File: src/rtl/req_onehot_arbiter.sv
// req_onehot_arbiter
//   Synchronizes eight asynchronous request lines, captures their rising edges
//   into a pending register and grants one pending line at a time, round-robin,
//   as a strictly one-hot word under a valid/ready handshake.
//
// Ports
//   clk    in   system clock, rising edge
//   rst_n  in   asynchronous active-low reset
//   req    in   [N-1:0] asynchronous level requests; each rising edge is one event
//   rdy    in   downstream ready; transfer when vld && rdy at a clk edge
//   d      out  [N-1:0] one-hot grant word, zero whenever vld is low
//   vld    out  d holds a valid grant
//   pend   out  [N-1:0] pending-event register
//   ovf    out  sticky: an event arrived on a line that was already pending
module req_onehot_arbiter #(
   parameter int unsigned N           = 8,
   parameter int unsigned SYNC_STAGES = 2
) (
   input  logic         clk,
   input  logic         rst_n,
   input  logic [N-1:0] req,
   input  logic         rdy,
   output logic [N-1:0] d,
   output logic         vld,
   output logic [N-1:0] pend,
   output logic         ovf
);

   localparam int unsigned PTR_W = $clog2(N);
   localparam logic [N-1:0] LINE0 = N'(1);

   typedef enum logic [0:0] {
      IDLE  = 1'b0,
      GRANT = 1'b1
   } state_e;

   state_e             state_q, state_d;
   logic [N-1:0]       sync_q [SYNC_STAGES];
   logic [N-1:0]       prev_q;
   logic [N-1:0]       pend_q, pend_d;
   logic [N-1:0]       d_q, d_d;
   logic               vld_q, vld_d;
   logic               ovf_q, ovf_d;
   logic [PTR_W-1:0]   ptr_q, ptr_d;

   logic [N-1:0]       rise;
   logic [N-1:0]       clr;
   logic               sel_found;
   logic [PTR_W-1:0]   sel_idx;
   logic [PTR_W-1:0]   gnt_idx;

   // Request synchronizer chain plus edge-detect history
   always_ff @(posedge clk or negedge rst_n) begin
      if (!rst_n) begin
         for (int unsigned s = 0; s < SYNC_STAGES; s++) begin
            sync_q[s] <= '0;
         end
         prev_q <= '0;
      end else begin
         sync_q[0] <= req;
         for (int unsigned s = 1; s < SYNC_STAGES; s++) begin
            sync_q[s] <= sync_q[s-1];
         end
         prev_q <= sync_q[SYNC_STAGES-1];
      end
   end

   assign rise = sync_q[SYNC_STAGES-1] & ~prev_q;

   // Round-robin pick: first pending line scanning upward from ptr, wrapping
   // naturally through the PTR_W-bit add
   always_comb begin
      sel_found = 1'b0;
      sel_idx   = ptr_q;
      for (int unsigned k = 0; k < N; k++) begin
         logic [PTR_W-1:0] cand;
         cand = ptr_q + PTR_W'(k);
         if (!sel_found && pend_q[cand]) begin
            sel_found = 1'b1;
            sel_idx   = cand;
         end
      end
   end

   // Index of the line currently granted
   always_comb begin
      gnt_idx = '0;
      for (int unsigned i = 0; i < N; i++) begin
         if (d_q[i]) begin
            gnt_idx = PTR_W'(i);
         end
      end
   end

   // FSM state register
   always_ff @(posedge clk or negedge rst_n) begin
      if (!rst_n) begin
         state_q <= IDLE;
      end else begin
         state_q <= state_d;
      end
   end

   // FSM next-state logic
   always_comb begin
      state_d = state_q;
      unique case (state_q)
         IDLE:    if (sel_found) state_d = GRANT;
         GRANT:   if (rdy)       state_d = IDLE;
         default: state_d = IDLE;
      endcase
   end

   // FSM output / datapath next values
   always_comb begin
      d_d   = d_q;
      vld_d = vld_q;
      ptr_d = ptr_q;
      clr   = '0;
      unique case (state_q)
         IDLE: begin
            if (sel_found) begin
               d_d   = LINE0 << sel_idx;
               vld_d = 1'b1;
            end else begin
               d_d   = '0;
               vld_d = 1'b0;
            end
         end
         GRANT: begin
            // Held stable under backpressure; released only on acceptance
            if (rdy) begin
               clr   = d_q;
               ptr_d = gnt_idx + PTR_W'(1);
               d_d   = '0;
               vld_d = 1'b0;
            end
         end
         default: begin
            d_d   = '0;
            vld_d = 1'b0;
         end
      endcase
      // A new rise on the line being cleared survives (set wins, no overflow)
      pend_d = (pend_q & ~clr) | rise;
      ovf_d  = ovf_q | (|(rise & pend_q & ~clr));
   end

   // Registered outputs and arbitration state
   always_ff @(posedge clk or negedge rst_n) begin
      if (!rst_n) begin
         pend_q <= '0;
         d_q    <= '0;
         vld_q  <= 1'b0;
         ovf_q  <= 1'b0;
         ptr_q  <= '0;
      end else begin
         pend_q <= pend_d;
         d_q    <= d_d;
         vld_q  <= vld_d;
         ovf_q  <= ovf_d;
         ptr_q  <= ptr_d;
      end
   end

   assign d    = d_q;
   assign vld  = vld_q;
   assign pend = pend_q;
   assign ovf  = ovf_q;

   // Handshake invariants seen by the encoder
   a_onehot: assert property (@(posedge clk) disable iff (!rst_n) vld |-> $onehot(d));
   a_zero:   assert property (@(posedge clk) disable iff (!rst_n) !vld |-> (d == '0));
   a_pend:   assert property (@(posedge clk) disable iff (!rst_n) vld |-> (|(d & pend)));
   a_hold:   assert property (@(posedge clk) disable iff (!rst_n)
                              (vld && !rdy) |=> (vld && $stable(d)));

endmodule

File: config.mk
export PLATFORM = sky130hd
export DESIGN_NAME = req_onehot_arbiter
export DESIGN_NICKNAME = d
export VERILOG_FILES = /design/src/rtl/req_onehot_arbiter.sv
export SDC_FILE = /design/constraint.sdc
export NUM_CORES = 1
export LEC_CHECK = 0
export CAP_MARGIN = 5
export CORE_ASPECT_RATIO = 0.8
export CORE_MARGIN = 2
export CORE_UTILIZATION = 45
export CTS_CLUSTER_DIAMETER = 150
export CTS_CLUSTER_SIZE = 40
export DETAILED_ROUTE_END_ITERATION = 10
export PLACE_DENSITY = 0.68
export RECOVER_POWER = 50
export REMOVE_ABC_BUFFERS = 1
export SETUP_SLACK_MARGIN = 0.4
export SLEW_MARGIN = 10
export SYNTH_ARGS = -nofsm -noshare
export SYNTH_HDL_FRONTEND = slang
export SYNTH_SLANG_ARGS = --single-unit
File: constraint.sdc
create_clock -name clk -period 3.42 [get_ports clk]
set_input_delay 0.684 -clock clk [delete_from_list [all_inputs] [get_ports clk]]
set_output_delay 0.684 -clock clk [all_outputs]
set_load 0.02 [all_outputs]
Word-level counts from Yosys, hierarchy flattened
Cells that the tools add are included.
{"block": "totals", "reg_bits": 46, "out_inout_bits": 18, "elab_cells": 100}
{"block": "op_classes", "addsub": 8, "n_lt_le_gt_ge": 8, "n_eq_ne": 1, "n_shift": 1, "muxes": 48, "bitwise": 9, "n_reduce_logical": 16}
{"op": "3-bit 2-to-1 mux", "n": 13}
{"op": "8-bit AND", "n": 4}
{"op": "3-bit by 4-bit < comparator with 1-bit output (second input constant)", "n": 8}
{"op": "8-bit 2-to-1 mux", "n": 4}
{"op": "1-bit binary-select mux with 3-bit select", "n": 8}
{"op": "1-bit 2-to-1 mux", "n": 20}
{"op": "8-bit NOT", "n": 2}
{"op": "8-bit case mux with 2 select lines", "n": 1}
{"op": "3-bit adder (second input constant)", "n": 4}
{"op": "8-bit bitwise OR", "n": 1}
{"op": "8-bit OR reduction", "n": 1}
{"op": "1-bit by 3-bit << shifter with 8-bit output (first input constant)", "n": 1}
{"op": "1-bit logical AND", "n": 7}
{"op": "1-bit zero test", "n": 7}
{"op": "3-bit by 1-bit adder with 3-bit output (second input constant)", "n": 2}
{"op": "3-bit by 2-bit adder with 3-bit output (second input constant)", "n": 2}
{"op": "1-bit case mux with 2 select lines", "n": 2}
{"op": "2-bit inequality test (second input constant)", "n": 1}
{"op": "2-bit AND reduction", "n": 1}
{"op": "1-bit NOT", "n": 1}
{"op": "1-bit bitwise OR", "n": 1}

Logic depth before layout (Yosys ltp)
{"block": "depth", "depth_word": 27, "depth_mapped": 13, "ltp_nobuf": 9}

Worst setup path after synthesis
No wires, ideal clock.
{"block": "synth_path", "kind": "register to register", "from": "reg ptr_q[1]", "to": "reg d_q[2], in the netlist d[2]", "setup_ns": 0.134, "t_arrival_ns": 3.076, "required_time_ns": 3.286, "path_slack_ns": 0.210, "path_stages_with_launch": 14, "n_path_buf": 4, "period_less_slack_ns": 3.210, "cell_sequence": "dfrtp_1 -> buf_2 -> buf_2 -> inv_1 -> ha_1 -> buf_6 -> buf_2 -> mux4_2 -> mux2i_2 -> o21ai_1 -> a31o_1 -> a31oi_2 -> mux2i_1 -> o31ai_1"}
{"block": "synth_between", "elab_chain_cells": 27, "elab_cells_between_ends": 55}
{"element": "start: declaration", "line": "44", "text": "logic [PTR_W-1:0] ptr_q, ptr_d;"}
{"element": "start signal: assignment", "line": "162", "text": "ptr_q <= ptr_d;"}
{"element": "branches (longest 25 deep; another with 3-bit by 1-bit adder with 3-bit output)"}
{"element": "8-bit 2-to-1 mux (*)", "line": "122", "text": "if (sel_found) begin"}
{"element": "8-bit case mux with 2 select lines (*)", "line": "120", "text": "unique case (state_q)"}
{"element": "end signal: assignment", "line": "153", "text": "d_q <= '0;"}
{"element": "end signal: assignment", "line": "159", "text": "d_q <= d_d;"}
{"element": "end: declaration", "line": "41", "text": "logic [N-1:0] d_q, d_d;"}
Every way passes the cells marked *. The select of a mux whose other input is x is not followed.
A chain may end at the register's enable or synchronous reset.

Worst setup path in the final report
{"block": "layout_path", "from": "reg ptr_q[1]", "to": "reg d_q[6], in the netlist d[6]"}
The elaborated chain is that of the path after synthesis.

==> results.md <==
- GPL Wtd Cong: 0.863
- Synth Area per Inst: 10.7 um^2
- Fillers: 517
- Final Non-Filler Cells: 369
- Die X: 91.8 um
- Peak supply drop: 0.000416 V
- Clock transition at path regs: 0.08 ns
- First-pass GRT wire length: 10800 um
- Num CTS Buffers: 5
- Cell internal pwr: 1540 uW
- Setup violators final: 0
- Total wire length: 6540 um
- Netlist cell types: 58
- Seq/Total Area, Yosys: 41.5%
- Arrival time worst endpoint: 3.12 ns
- Status: finished with violations
- CTS tree: yes
- Crit share post-route: 84.8%
- GR Util All Layers: 20.7%
- Die Ht: 74.2 um
- Leakage: 0.00138 uW
- Final Skew: 0.0108 ns
- Antenna violations before repair: 0
- 1st-iter DRT viols: 155
- Switch share: 44.0%
- Slew HR: -53.8%
- # rows: 25
- Worst Max-Slew Pin Slew: 2.31 ns
- Placed insts: 355
- Worst setup SP type: flip-flop
- Post-Synthesis Cells: 259
- Hold_ws: 0.347 ns
- Fmax: 345 MHz
- Worst Path Max Fanout: 8
- Clock latency at the later pin of the worst-skew pair: 0.30 ns
- CTS sink count: 46
- Failing checks: capacitance limit, slew limit
- Sequential share of power: 28.5%
- Inserted Diodes: 0
- Required time at the worst-slack endpoint: 3.64 ns
- Pwr/cell area: 831 nW/um^2
- DR vias: 2244
- Total grt overflow: 0
- NumNets Final: 302
- FFs w/ async S/R, synth: 100%
- MaxCap Viol Count: 1
- Most used DFF post-synth: dfrtp_1
- Clock power share: 11.2%
- Largest net degree at the start of global routing: 47
- Root Driver: clkbuf_8
- Pre-antenna DRT Iters: 4
- #FFs+latches synth: 46
- Post-route antenna net violation count: 0
- Core Box Area: 5940 um^2
- Psw: 1210 uW
- IO Pins: 29
- HPWL Detailed: 4540 um
- Max Root-Sink Buffers: 2
- Vias in the first global route: 2140
- Layout cells sized above 1: 19.8%
- DRC: 0
- Unrepaired setup endpoints after global routing: false
- Min Clock Period, post-route: 2.90 ns
- CP Class: reg -> reg
- Die area: 6820 um^2
- Initial cell density of the core: 46.7%
- PortBufs: 28
- Routed WL per cell: 17.7 um
- Final hold viol count: 0
- Worst Hold Class: reg -> reg
- Post-Syn Area: 2780 um^2
- Syn. warnings: 0
- CP endpoint kind: flip-flop
- Max-slew violation count: 47
- DR vias/cell: 6.08
- H-tree levels: 2
- EDFF count, synth: 0
- Synth-to-Final Area Change: 19.6%
- Combinational power share: 60.3%
-- per-layer routing --
metal	global-route usage (%)	vias up	routed length, um
met2	32.0	76	3060
met3	3.14	12	299
met4	6.30	0	104
met5	0	-	0
met1	30.7	1130	3070
li1	-	1026	-
-- sequential cells by signal, indices dropped and copies added (netlist names) --
| name | flops |
|---|---|
| ptr_q | 3 |
| vld | 1 |
| ovf | 1 |
| pend | 8 |
| state_q | 1 |
| prev_q | 8 |
| d | 8 |
| sync_q | 16 |
-- power by group through the flow --
| stage | combinational, uW | sequential (uW) | clock [uW] |
|---|---|---|---|
| finish | 1660 | 787 | 308 |
| global route | 1790 | 807 | 342 |
| CTS | 1500 | 783 | 314 |
| floorplan | 899 | 877 | 0 |
| global placement | 1430 | 786 | 0 |
| detailed placement | 1460 | 793 | 0 |
-- area by class of cell --
class / count / area (um^2) / area share, %
repair buffers: 41 / 372 / 11.2
clock buffers: 5 / 68.8 / 2.07
well taps: 81 / 101 / 3.05
flip-flops and latches: 46 / 1150 / 34.7
multi-input cells: 178 / 1560 / 46.9
clock inverters: 2 / 10.0 / 0.302
inverters: 16 / 60.1 / 1.81
-- Yosys cell counts, types with 5 or more instances --
cell type  instances  area (um^2)
nor3_1             5         25.0
nor2_1             9         33.8
mux2_2             5         56.3
o31ai_1            9         67.6
nand2_1           31          116
buf_2              5         25.0
dfrtp_1           46         1150
mux4_2            14          315
mux2i_1           17          170
clkbuf_1           5         18.8
o21ai_0           16         80.1
inv_1             15         56.3
-- final timing paths --
kind	slack, ns	start	end	depth (start not counted)
worst max register to register	0.52	ptr_q[1]	d[6]	10
min in group asynchronous	1.06	rst_n	d[3]	1
max in group asynchronous	1.03	rst_n	prev_q[5]	1
worst min register to register	0.35	sync_q[13]	sync_q[5]	0
worst min-delay path	0.35	sync_q[13]	sync_q[5]	0
worst max-delay path	0.52	ptr_q[1]	d[6]	10
-- stage by stage --
stage	power (uW)	setup WS, ns	TNS, ns	utilization, %	instance area [um^2]
floorplan	1780	-0.235	-1.76	-	2670
global placement	2220	0.339	0	52.1	3100
detailed placement	2250	0.305	0	52.1	3100
CTS	2600	0.420	0	53.9	3200
global route	2940	0.372	0	55.9	3320
finish	2760	0.519	0	55.9	3320
-- worst max-delay path, cell delays in order, from the launching register on --
cell	delay (ns)
dfrtp_1	0.38
inv_1	0.11
ha_4	0.25
buf_4	0.18
mux2i_1	0.16
mux4_2	0.58
a21boi_1	0.19
and2_4	0.20
a32o_2	0.28
o21a_2	0.26
o31ai_1	0.22
-- placed cells by master (no fill, tap or decap), types with 3 or more instances in the layout --
master and instances:
buf_4 13, nand2b_1 3, mux2_2 5, a21oi_1 3, dlygate4sd3_1 9, clkdlybuf4s50_1 18
inv_1 15, mux4_2 14, nor2_1 9, o211ai_1 4, clkbuf_8 5, mux2i_1 15
dfrtp_1 46, nand2_1 31, o21ai_0 16, and2_1 3, o31ai_1 7, nand4_1 4
nor3_1 5, nand3_1 3
-- logic make-up after synthesis --
group,synth area share (%)
and+or+nand+nor,11.5
AOI/OAI and AO/OA,16.6
xor gates and xnor gates,1.26
buffers and inverters,5.95
muxes,21.9
DFF,41.5
adders and majority gates,1.35
-- what timing repair did --
item	CTS	global route
hold buffers	0	0
buffers inserted	0	6
gates resized for setup	5	12
pin swaps	0	3
setup endpoints to repair	8	8
gates cloned	0	1
No activity file was read; power rests on OpenSTA's default activity.
